===== src/rtl/vram_screen_ops.sv =====
// VRAM port owner: passes the editor bus through when idle, otherwise runs clear/fill/scroll.
// Optional scroll-down (op 11) is built only when SCREEN_OPS_SCROLL_DN_EN is defined.
module vram_screen_ops #(
  parameter int unsigned COLS      = 40,
  parameter int unsigned ROWS      = 28,
  parameter int unsigned AW        = 11,
  parameter logic [15:0] FILL_WORD = 16'h0F00
) (
  input  logic          sys_clk,
  input  logic          sys_rst,
  input  logic [AW-1:0] ed_addr,
  input  logic [15:0]   ed_data,
  input  logic          ed_we,
  input  logic          ed_active,
  output logic          ed_hold,
  input  logic          cmd_valid,
  input  logic [1:0]    cmd_op,
  input  logic [4:0]    cmd_row,
  output logic          cmd_ready,
  output logic          done,
  output logic          err,
  output logic [AW-1:0] mem_addr,
  output logic [15:0]   mem_data,
  output logic          mem_we,
  input  logic [15:0]   mem_rdata
);

  localparam logic [AW-1:0] ONE_A       = AW'(1);
  localparam logic [AW-1:0] COLS_A      = AW'(COLS);
  localparam logic [AW-1:0] LAST_A      = AW'(COLS * ROWS - 1);
  localparam logic [AW-1:0] LROW_A      = AW'((ROWS - 1) * COLS);
  localparam logic [AW-1:0] CPY_END_UP  = AW'((ROWS - 1) * COLS - 1);
  localparam logic [15:0]   CURSOR_CLR  = 16'hBFFF;

  typedef enum logic [2:0] {IDLE, FILL, CPY_RD, CPY_WR, DONE} state_t;

  state_t        state, state_nxt;
  logic [AW-1:0] cnt, cnt_nxt;
  logic [AW-1:0] fill_end, fill_end_nxt;
  logic          err_q, err_nxt;
  logic          accept;
`ifdef SCREEN_OPS_SCROLL_DN_EN
  logic          dn_q, dn_nxt;
`endif

  assign cmd_ready = (state == IDLE) && !ed_active;
  assign accept    = cmd_valid && cmd_ready;
  assign ed_hold   = (state != IDLE);
  assign done      = (state == DONE);
  assign err       = done && err_q;

  always_ff @(posedge sys_clk) begin
    if (sys_rst) begin
      state    <= IDLE;
      cnt      <= '0;
      fill_end <= '0;
      err_q    <= 1'b0;
`ifdef SCREEN_OPS_SCROLL_DN_EN
      dn_q     <= 1'b0;
`endif
    end else begin
      state    <= state_nxt;
      cnt      <= cnt_nxt;
      fill_end <= fill_end_nxt;
      err_q    <= err_nxt;
`ifdef SCREEN_OPS_SCROLL_DN_EN
      dn_q     <= dn_nxt;
`endif
    end
  end

  always_comb begin
    state_nxt    = state;
    cnt_nxt      = cnt;
    fill_end_nxt = fill_end;
    err_nxt      = err_q;
`ifdef SCREEN_OPS_SCROLL_DN_EN
    dn_nxt       = dn_q;
`endif
    mem_addr     = ed_addr;
    mem_data     = ed_data;
    mem_we       = ed_we;
    case (state)
      IDLE: begin
        if (accept) begin
          err_nxt = 1'b0;
          case (cmd_op)
            2'b00: begin
              state_nxt    = FILL;
              cnt_nxt      = '0;
              fill_end_nxt = LAST_A;
            end
            2'b01: begin
              if (32'(cmd_row) < ROWS) begin
                state_nxt    = FILL;
                cnt_nxt      = AW'(cmd_row) * COLS_A;
                fill_end_nxt = AW'(cmd_row) * COLS_A + COLS_A - ONE_A;
              end else begin
                state_nxt = DONE;
                err_nxt   = 1'b1;
              end
            end
            2'b10: begin
              state_nxt = CPY_RD;
              cnt_nxt   = '0;
`ifdef SCREEN_OPS_SCROLL_DN_EN
              dn_nxt    = 1'b0;
`endif
            end
            default: begin
`ifdef SCREEN_OPS_SCROLL_DN_EN
              state_nxt = CPY_RD;
              cnt_nxt   = LAST_A;
              dn_nxt    = 1'b1;
`else
              state_nxt = DONE;
              err_nxt   = 1'b1;
`endif
            end
          endcase
        end
      end
      FILL: begin
        mem_addr = cnt;
        mem_data = FILL_WORD;
        mem_we   = 1'b1;
        if (cnt == fill_end) state_nxt = DONE;
        else                 cnt_nxt   = cnt + ONE_A;
      end
      CPY_RD: begin
        // cnt holds the destination; the source row sits one row away
`ifdef SCREEN_OPS_SCROLL_DN_EN
        mem_addr = dn_q ? (cnt - COLS_A) : (cnt + COLS_A);
`else
        mem_addr = cnt + COLS_A;
`endif
        mem_data  = '0;
        mem_we    = 1'b0;
        state_nxt = CPY_WR;
      end
      CPY_WR: begin
        mem_addr  = cnt;
        mem_data  = mem_rdata & CURSOR_CLR;
        mem_we    = 1'b1;
        state_nxt = CPY_RD;
`ifdef SCREEN_OPS_SCROLL_DN_EN
        if (dn_q) begin
          if (cnt == COLS_A) begin
            state_nxt    = FILL;
            cnt_nxt      = '0;
            fill_end_nxt = COLS_A - ONE_A;
          end else begin
            cnt_nxt = cnt - ONE_A;
          end
        end else
`endif
        if (cnt == CPY_END_UP) begin
          state_nxt    = FILL;
          cnt_nxt      = LROW_A;
          fill_end_nxt = LAST_A;
        end else begin
          cnt_nxt = cnt + ONE_A;
        end
      end
      DONE: begin
        mem_addr  = cnt;
        mem_data  = '0;
        mem_we    = 1'b0;
        state_nxt = IDLE;
      end
      default: begin
        mem_we    = 1'b0;
        state_nxt = IDLE;
      end
    endcase
    if (sys_rst) mem_we = 1'b0;
  end

endmodule


===== config.mk =====
export PLATFORM = sky130hd
export DESIGN_NAME = vram_screen_ops
export DESIGN_NICKNAME = d
export VERILOG_FILES = /design/src/rtl/vram_screen_ops.sv
export SDC_FILE = /design/constraint.sdc
export NUM_CORES = 1
export LEC_CHECK = 0
export CAP_MARGIN = 25
export CORE_MARGIN = 3
export CORE_UTILIZATION = 45
export DETAILED_ROUTE_END_ITERATION = 7
export GPL_TIMING_DRIVEN = 1
export HOLD_SLACK_MARGIN = 0.15
export PLACE_DENSITY = 0.84
export SYNTH_ARGS = -nofsm -noshare
export SYNTH_HDL_FRONTEND = slang
export SYNTH_SLANG_ARGS = --single-unit

===== constraint.sdc =====
create_clock -name sys_clk -period 5.8 [get_ports sys_clk]
set_input_delay 1.16 -clock sys_clk [delete_from_list [all_inputs] [get_ports sys_clk]]
set_output_delay 1.16 -clock sys_clk [all_outputs]
set_load 0.01 [all_outputs]

======== Yosys cells after proc, flatten, opt, wreduce, memory -nomap -nowiden ========
Cells that the tools add are included.
storage, ports and cells
  bits of input ports ..................... 55
  register bits ........................... 26
  word-level logic and storage cells ...... 65
  output and inout port bits .............. 32
cells by class
  reductions and logical operators ........ 17
  muxes and demuxes ....................... 23
  multiply operators ...................... 1
  magnitude comparators ................... 1
  equal/unequal tests ..................... 15
  add/subtract/negate cells ............... 4
operators with widths
  operator               count
  $pmux 11 s2            4
  $mux 11                7
  $pmux 16 s3            1
  $pmux 11 s3            1
  $add 11x6->11 const B  2
  $pmux 3 s4             1
  $add 11x1->11 const B  1
  $eq 11x11->1           1
  $eq 11x11->1 const B   1
  $sub 11x1->11 const B  1
  $reduce_and 5->1       2
  $mux 3                 3
  $pmux 3 s3             1
  $mul 5x3->8 const B    1
  $ne 2x2->1 const B     4
  $eq 3x2->1 const B     2
  $reduce_bool 3->1      2
  $reduce_or 2->1        3
  $lt 5x5->1 const B     1
  $pmux 1 s2             2
  $reduce_and 2->1       2
  $eq 3x1->1 const B     1
  $eq 3x3->1 const B     1
  $logic_and 1x1->1      3
  12 further kinds       13

======== Longest topological paths before layout ========
Gate-level depths: netlist of run 1.
  depth after elaboration ................. 7
  mapped depth ............................ 8
  gate-level depth less buffers ........... 8

======== Worst setup path before layout of run 1 ========
OpenSTA, ideal clock, no wires.
  path kind ............................... in2out
  start ................................... input ed_addr[10]
  end ..................................... output mem_addr[10]
  path buffers ............................ 0
  slack ................................... 2844 ps
  stages .................................. 4
  data required time ...................... 4640 ps
  arrival ................................. 1796 ps
  cell sequence ........................... inv_1 > a21oi_1 > o22ai_1 > a311oi_1
on the way
  cells in the longest elaborated chain, start to end .. 1
RTL lines
  what         line  RTL
  from (decl)  11    input logic [AW-1:0] ed_addr,
  $pmux 11 s2  83    case (state)
  to (decl)    22    output logic [AW-1:0] mem_addr,
No other way between the ends.

======== Worst setup path after layout of run 1 ========
  start ................................... register state[0]
  end ..................................... output mem_addr[0]
on the way
  cells in the longest elaborated chain, start to end .. 3
  elaborated cells between the ends (all ways) .. 6
  classes of those cells .................. eq/ne: 4; mux: 1; reduce/logical: 1
RTL lines
  what                                line  RTL
  from (decl)                         37    state_t state, state_nxt;
  from (signal assigned)              62    state <= state_nxt;
  $eq 3x3->1 (tied with other cells)  83
  $reduce_or 3->1 (no line)           -
  $pmux 11 s2 (*)                     83
Every way passes the cells marked *; elsewhere a longest branch is shown, timed or not.

==> results of run 1 <==
area by class of cell:
cell class / count / area [um2] / area share, %
multi-input cells: 270 / 1840 / 55.0
repair buffers: 85 / 851 / 25.5
flip-flops and latches: 24 / 480 / 14.4
well taps: 70 / 87.6 / 2.63
clock buffers: 4 / 55.1 / 1.65
inverters: 7 / 26.3 / 0.788
registers in the layout, indices dropped and copies added, names as in the netlist:
signal    flops
cnt          11
fill_end      9
state         3
err_q         1
cell usage after synthesis (5+ instances only):
cell type / count
o21ai_0: 9
o221ai_1: 5
mux2i_1: 6
xnor2_1: 12
nand2_1: 29
dfxtp_1: 24
buf_2: 7
a21oi_1: 24
nor2_1: 34
clkbuf_1: 16
nand3_1: 11
ha_1: 9
a211oi_1: 8
nor3_1: 15
a22o_1: 11
o31ai_1: 6
inv_1: 7
through the flow:
step	cells	setup WS (ns)	utilization, %	instance area, um2
global placement	456	1.72	62.6	3280
finish	460	1.54	63.7	3340
global route	460	1.35	63.7	3340
detailed placement	456	1.69	62.6	3280
floorplan	330	2.84	-	2490
CTS	460	1.52	63.7	3340
worst reg2reg max path: cells and delay by family (launching register included):
kind,cells,cell delay (ns)
AOI/OAI and AO/OA,1,0.20
and+or+nand+nor,3,1.55
DFF,1,1.00
power by group through the flow:
| stage | logic (W) | clock network [W] | registers, W |
|---|---|---|---|
| 2_1_floorplan | 0.000304 | 0 | 0.000190 |
| 3_3_place_gp | 0.000430 | 0 | 0.000230 |
| 3_5_place_dp | 0.000437 | 0 | 0.000231 |
| 4_1_cts | 0.000439 | 0.000118 | 0.000227 |
| 5_1_grt | 0.000475 | 0.000125 | 0.000233 |
| 6_report | 0.000442 | 0.000116 | 0.000228 |
metal layers:
| metal | vias up | global-route usage, % | part of all wire, % |
|---|---|---|---|
| li1 | 1369 | - | - |
| met1 | 1317 | 32.3 | 40 |
| met2 | 179 | 39.7 | 47 |
| met3 | 40 | 4.04 | 9.6 |
| met4 | 0 | 7.43 | 2.7 |
| met5 | - | 0 | 0 |
cell families (layout without fill, tap and decap cells):
| kind of cell | count (synthesis) | after routing | synth area share, % |
|---|---|---|---|
| AOI/OAI and AO/OA | 110 | 110 | 32.4 |
| xor gates and xnor gates | 16 | 16 | 6.17 |
| adders and majority gates | 10 | 10 | 5.32 |
| buffers and inverters | 36 | 96 | 7.12 |
| DFF | 24 | 24 | 19.3 |
| muxes | 9 | 9 | 3.76 |
| and+or+nand+nor | 125 | 125 | 26.0 |
path summary, 6_finish.rpt:
path | slack (ns) | cells past startpoint | to
setup / recovery | 1.54 | 5 | mem_addr[0]
hold / removal | 0.47 | 2 | fill_end[7]
setup reg to reg | 2.96 | 4 | cnt[10]
hold reg to reg | 0.47 | 2 | fill_end[7]
==> out/qor.txt, run 1 <==
Psw: 0.000319 W
CTS sink count: 24
Hold WS: 0.473 ns
Failing checks: design-rule violations
Buf/Inv on CP: 1
RSZ-0062 raised after global routing: false
Synth Net Count: 395
CTS Buf Count: 3
R2r startpoint: state[0]
Slew @ Worst Pin: 1.02 ns
Register bit total from synthesis: 24
Synthesized area: 2490 um2
Most frequent cells in the layout: clkdlybuf4s50_1 (85), nor2_1 (34), nand2_1 (29), a21oi_1 (24), dfxtp_1 (24)
Skew final: 0.00405 ns
Cell count after synthesis: 330
Tot GR Track Use: 24.2%
Combinational power share: 56.2%
Async SR Flop Fraction: 0%
HPWL after DPL: 5940 um
Hold Vio Cnt, Final: 0
Sw frac: 40.5%
Hold-fix buffers, CTS: 0
Routed length per instance: 17.3 um
Grt total ovfl: 0
ANT nets after route: 0
Die footprint: 6470 um2
Final Slew Violations: 0
Via count: 2,905
First-pass GRT wire length: 12,600 um
Clk pwr share: 14.8%
CP max stage cell: dfxtp_1
CP cell instances: or2_4, nand2_1, nand2_1, mux2_2, clkdlybuf4s50_1
Fmax: 0.235 GHz
Yosys warns: 0
# DRC: 2
Total power density per cell area: 236 nW/um2
Crit path kind: flip-flop to output pin
Period utilization: 73.5%
WL final: 7960 um
Clock Path Buffers: 2
Synth cell types: 71
Leading cell type in the layout, fill and taps excluded: clkdlybuf4s50_1
Top FF cell, synth: dfxtp_1
Largest area contributor in the netlist: dfxtp_1
Root Driver: clkbuf_8
Critical Path Start Type: flip-flop
Synth Area per Inst: 7.56 um2
Required time worst endpoint: 4.64 ns
Class of the worst hold path: flip-flop to flip-flop
MaxCap Viol Count: 0
Total power: 0.000786 W
Num rows: 26
Worst-path maximum fanout: 30
Leak: 1.18 nW
Vias in the first global route: 2,571
HP Start: fill_end[7]
Initial antenna violation count: 0
Critical path origin: state[0]
Final setup fails: 0
Layout fillers: 453
Crit-path max cell delay: 1.00 ns
CP most frequent cell: nand2_1
Starting Density: 47.6%
Starting DRT DRC Count: 396
Diodes inserted: 0
Drt first pass iters: 8
Run status: complete, but fails checks
Sequential-to-total area share from yosys stat: 19.3%
Layout cells sized above 1: 4.62%
Sequential fraction of design power: 29.0%
Dominant cells by area after synthesis: dfxtp_1 (19%), nor2_1 (5.1%), a21oi_1 (4.8%), ha_1 (4.5%), nand2_1 (4.4%)
Final Wtd Congestion: 0.988
Die Height: 80.4 um
Worst vdd ir: 0.131 mV
Clock latency on the worst-skew pair: 0.27 ns
Max-slew headroom: 32.1%
Port bufs: 85
Int Power: 0.000468 W
Largest net degree at the start of global routing: 31
Area added between synthesis and finish: 33.8%
EDFF count, synth: 0
Chip Width: 80.4 um
Post-cts sizing count: 0
Arr. time, crit path: 3.10 ns
Nets@finish: 456
Core area: 5240 um2
Post-route setup TNS: 0 ns
Post-CTS Setup Bufs: 0
Yosys top cell area share: 19.3%
Final min period: 4.26 ns
Vias per cell: 6.32
Clock H-tree levels: 1
CTS tree: done
Cell family with most CP delay: flip-flops
Ports: 87
CP Capture Type: output pin
CTS clock-pin slew for the worst setup and hold paths: 0.09 ns
(Power assumes the default switching activity.)
==> run 2: changes to the inputs <==
--- a/config.mk
+++ b/config.mk
@@ -7,11 +7,11 @@
 export LEC_CHECK = 0
 export CAP_MARGIN = 25
 export CORE_MARGIN = 3
-export CORE_UTILIZATION = 45
+export CORE_UTILIZATION = 42
 export DETAILED_ROUTE_END_ITERATION = 7
 export GPL_TIMING_DRIVEN = 1
 export HOLD_SLACK_MARGIN = 0.15
-export PLACE_DENSITY = 0.84
+export PLACE_DENSITY = 0.82
 export SYNTH_ARGS = -nofsm -noshare
 export SYNTH_HDL_FRONTEND = slang
 export SYNTH_SLANG_ARGS = --single-unit
==> constraint.sdc (replaced) <==
create_clock -name sys_clk -period 3.9 [get_ports sys_clk]
set_input_delay 0.78 -clock sys_clk [delete_from_list [all_inputs] [get_ports sys_clk]]
set_output_delay 0.78 -clock sys_clk [all_outputs]
set_load 0.01 [all_outputs]
==> run 2 against run 1 <==
Effect of this change: the flow now finishes without violations; design area grew 1.0%; combinational power grew 58%; largest cell class unchanged; clock power increased by 29%; highest routed layer unchanged; die area increased by 6.6%; hold slack got worse by 0.0038 ns.
==> out/qor.txt, run 2 (synthesized netlist as in run 1, its figures left out) <==
HPWL after DPL: 6300 um (+6.0%)
Top reg by flops: cnt
Via count: 2,899 (-0.21%)
Multi-input combinational cell area: 1840 um2 (unchanged)
Post-cts sizing count: 0 (unchanged)
First-pass GRT wire length: 13,800 um (+9.8%)
Final min period: 3.38 ns
Vias per cell: 6.21 (-1.7%)
Num rows: 27 (+3.8%)
PnR worst setup slack: 0.524 ns (-1.01 ns)
Starting DRT DRC Count: 359 (-9.3%)
Path depth of the worst reg2reg path: 6 (+2)
Drt first pass iters: 5 (-3)
Die Height: 83.1 um (+3.3%)
Post-layout instance area: 3370 um2 (+1.0%)
Post-CTS Setup Bufs: 0 (unchanged)
Layout cells sized above 1: 5.82% (+1.2 points)
Max-slew headroom: 56.8% (+25 points)
Grt total ovfl: 0 (unchanged)
Met3 usage: 4.46% (+0.43 points)
Nets@finish: 462 (+1.3%)
Initial antenna violation count: 0 (unchanged)
Worst-path maximum fanout: 13 (-57%)
CTS sink count: 24 (unchanged)
CP Capture Type: output pin
R2R setup slack: 1.39 ns (-1.57 ns)
Critical path origin: cnt[7]
Slew @ Worst Pin: 0.643 ns (-0.375 ns)
Routed length per instance: 18.0 um (+3.8%)
Area added between synthesis and finish: 35.1%
Clock Path Buffers: 2 (unchanged)
Worst vdd ir: 0.328 mV (+150%)
Largest net degree at the start of global routing: 27 (-13%)
WL final: 8380 um (+5.4%)
Post-place setup slack: 0.632 ns (-1.05 ns)
Diodes inserted: 0 (unchanged)
Port bufs: 85 (unchanged)
Leak: 1.20 nW (+2.1%)
Leading cell type in the layout, fill and taps excluded: clkdlybuf4s50_1
Class of the worst hold path: flip-flop to flip-flop
Largest register FFs: 11 (unchanged)
Die footprint: 6900 um2 (+6.6%)
Hold Vio Cnt, Final: 0 (unchanged)
Dpl cell area: 3330 um2 (+1.4%)
Met1 Use GR: 31.1% (-1.2 points)
Skew final: 0.00761 ns (+0.00356 ns)
Run status: finished clean
Root Driver: clkbuf_8
Period utilization: 86.6%
Biggest regs: cnt x11, fill_end x9, state x3
RSZ-0062 raised after global routing: false
Chip Width: 83.1 um (+3.3%)
Required time worst endpoint: 3.12 ns (-1.52 ns)
Final Slew Violations: 0 (unchanged)
Ports: 87 (unchanged)
R2r startpoint: state[0]
Clock latency on the worst-skew pair: 0.27 ns (about the same)
Reg area: 480 um2 (unchanged)
Total power density per cell area: 346 nW/um2 (+47%)
# DRC: 0 (-2)
Core area: 5640 um2 (+7.7%)
Hold-fix buffers, CTS: 0 (unchanged)
Starting Density: 44.2% (-3.4 points)
Arr. time, crit path: 2.60 ns (-0.50 ns)
Clock H-tree levels: 1 (unchanged)
Reg-to-Reg End: fill_end[5]
Fmax: 0.296 GHz
Worst setup path endpoint: mem_addr[10]
Post-route setup TNS: 0 ns (unchanged)
Tot GR Track Use: 23.7% (-0.56 points)
Critical Path Start Type: flip-flop
Final Wtd Congestion: 0.973 (-1.6%)
Met2 usage: 39.9% (+0.22 points)
Top Usage Layer GRT: met2
Final setup fails: 0 (unchanged)
Crit path kind: flip-flop to output pin
CTS clock-pin slew for the worst setup and hold paths: 0.09 ns (about the same)
MaxCap Viol Count: 0 (unchanged)
CTS tree: done
ANT nets after route: 0 (unchanged)
Vias in the first global route: 2,791 (+8.6%)
Layout fillers: 531 (+17%)
Most frequent cells in the layout: clkdlybuf4s50_1 (85), nor2_1 (34), nand2_1 (29), a21oi_1 (24), dfxtp_1 (24)
CTS Buf Count: 3 (unchanged)
-- run 2: area by class of cell --
cell class	instances	share of cell area (%)
multi-input cells	270	54.5
repair buffers	91	26.6
clock buffers	3	1.23
well taps	72	2.67
flip-flops and latches	24	14.3
inverters	7	0.780
-- run 2: power breakdown --
group / internal [W] / switching, W / leakage [nW] / total [W]
sequential: 0.000266 / 0.0000483 / 0.195 / 0.000314
combinational: 0.000347 / 0.000353 / 0.983 / 0.000699
clock: 0.0000693 / 0.0000811 / 0.0216 / 0.000150
-- run 2: through the flow --
step	util, %	hold WS, ns	std cells	total power (W)
3_3_place_gp	59.0	0.455	464	0.000995
3_5_place_dp	59.0	0.459	464	0.00101
6_report	59.7	0.469	467	0.00116
5_1_grt	59.7	0.498	467	0.00124
2_1_floorplan	-	0.444	330	0.000735
4_1_cts	59.7	0.471	467	0.00116
-- run 2: how the worst min path moves through the flow --
stage	start	end	slack (ns)	cells after the start
final	fill_end[5]	fill_end[5]	0.47	2
after global routing	fill_end[8]	fill_end[8]	0.50	2
after CTS	fill_end[5]	fill_end[5]	0.47	2
after detailed placement	fill_end[5]	fill_end[5]	0.46	2
after global placement	fill_end[5]	fill_end[5]	0.45	2
after floorplan	fill_end[5]	fill_end[5]	0.44	2
-- run 2: metal layers --
layer  vias up  part of all wire, %
met5         -                    0
met4         0                  2.0
met3        20                  8.3
met2       143                   47
met1      1349                   43
li1       1387                    -
-- run 2: critical path: stages, from the launching register on --
cell	delay (ns)
dfxtp_1	0.67
and4_1	0.43
nand2_1	0.08
a21oi_1	0.17
o22ai_1	0.11
a311oi_1	0.27
clkdlybuf4s50_1	0.58
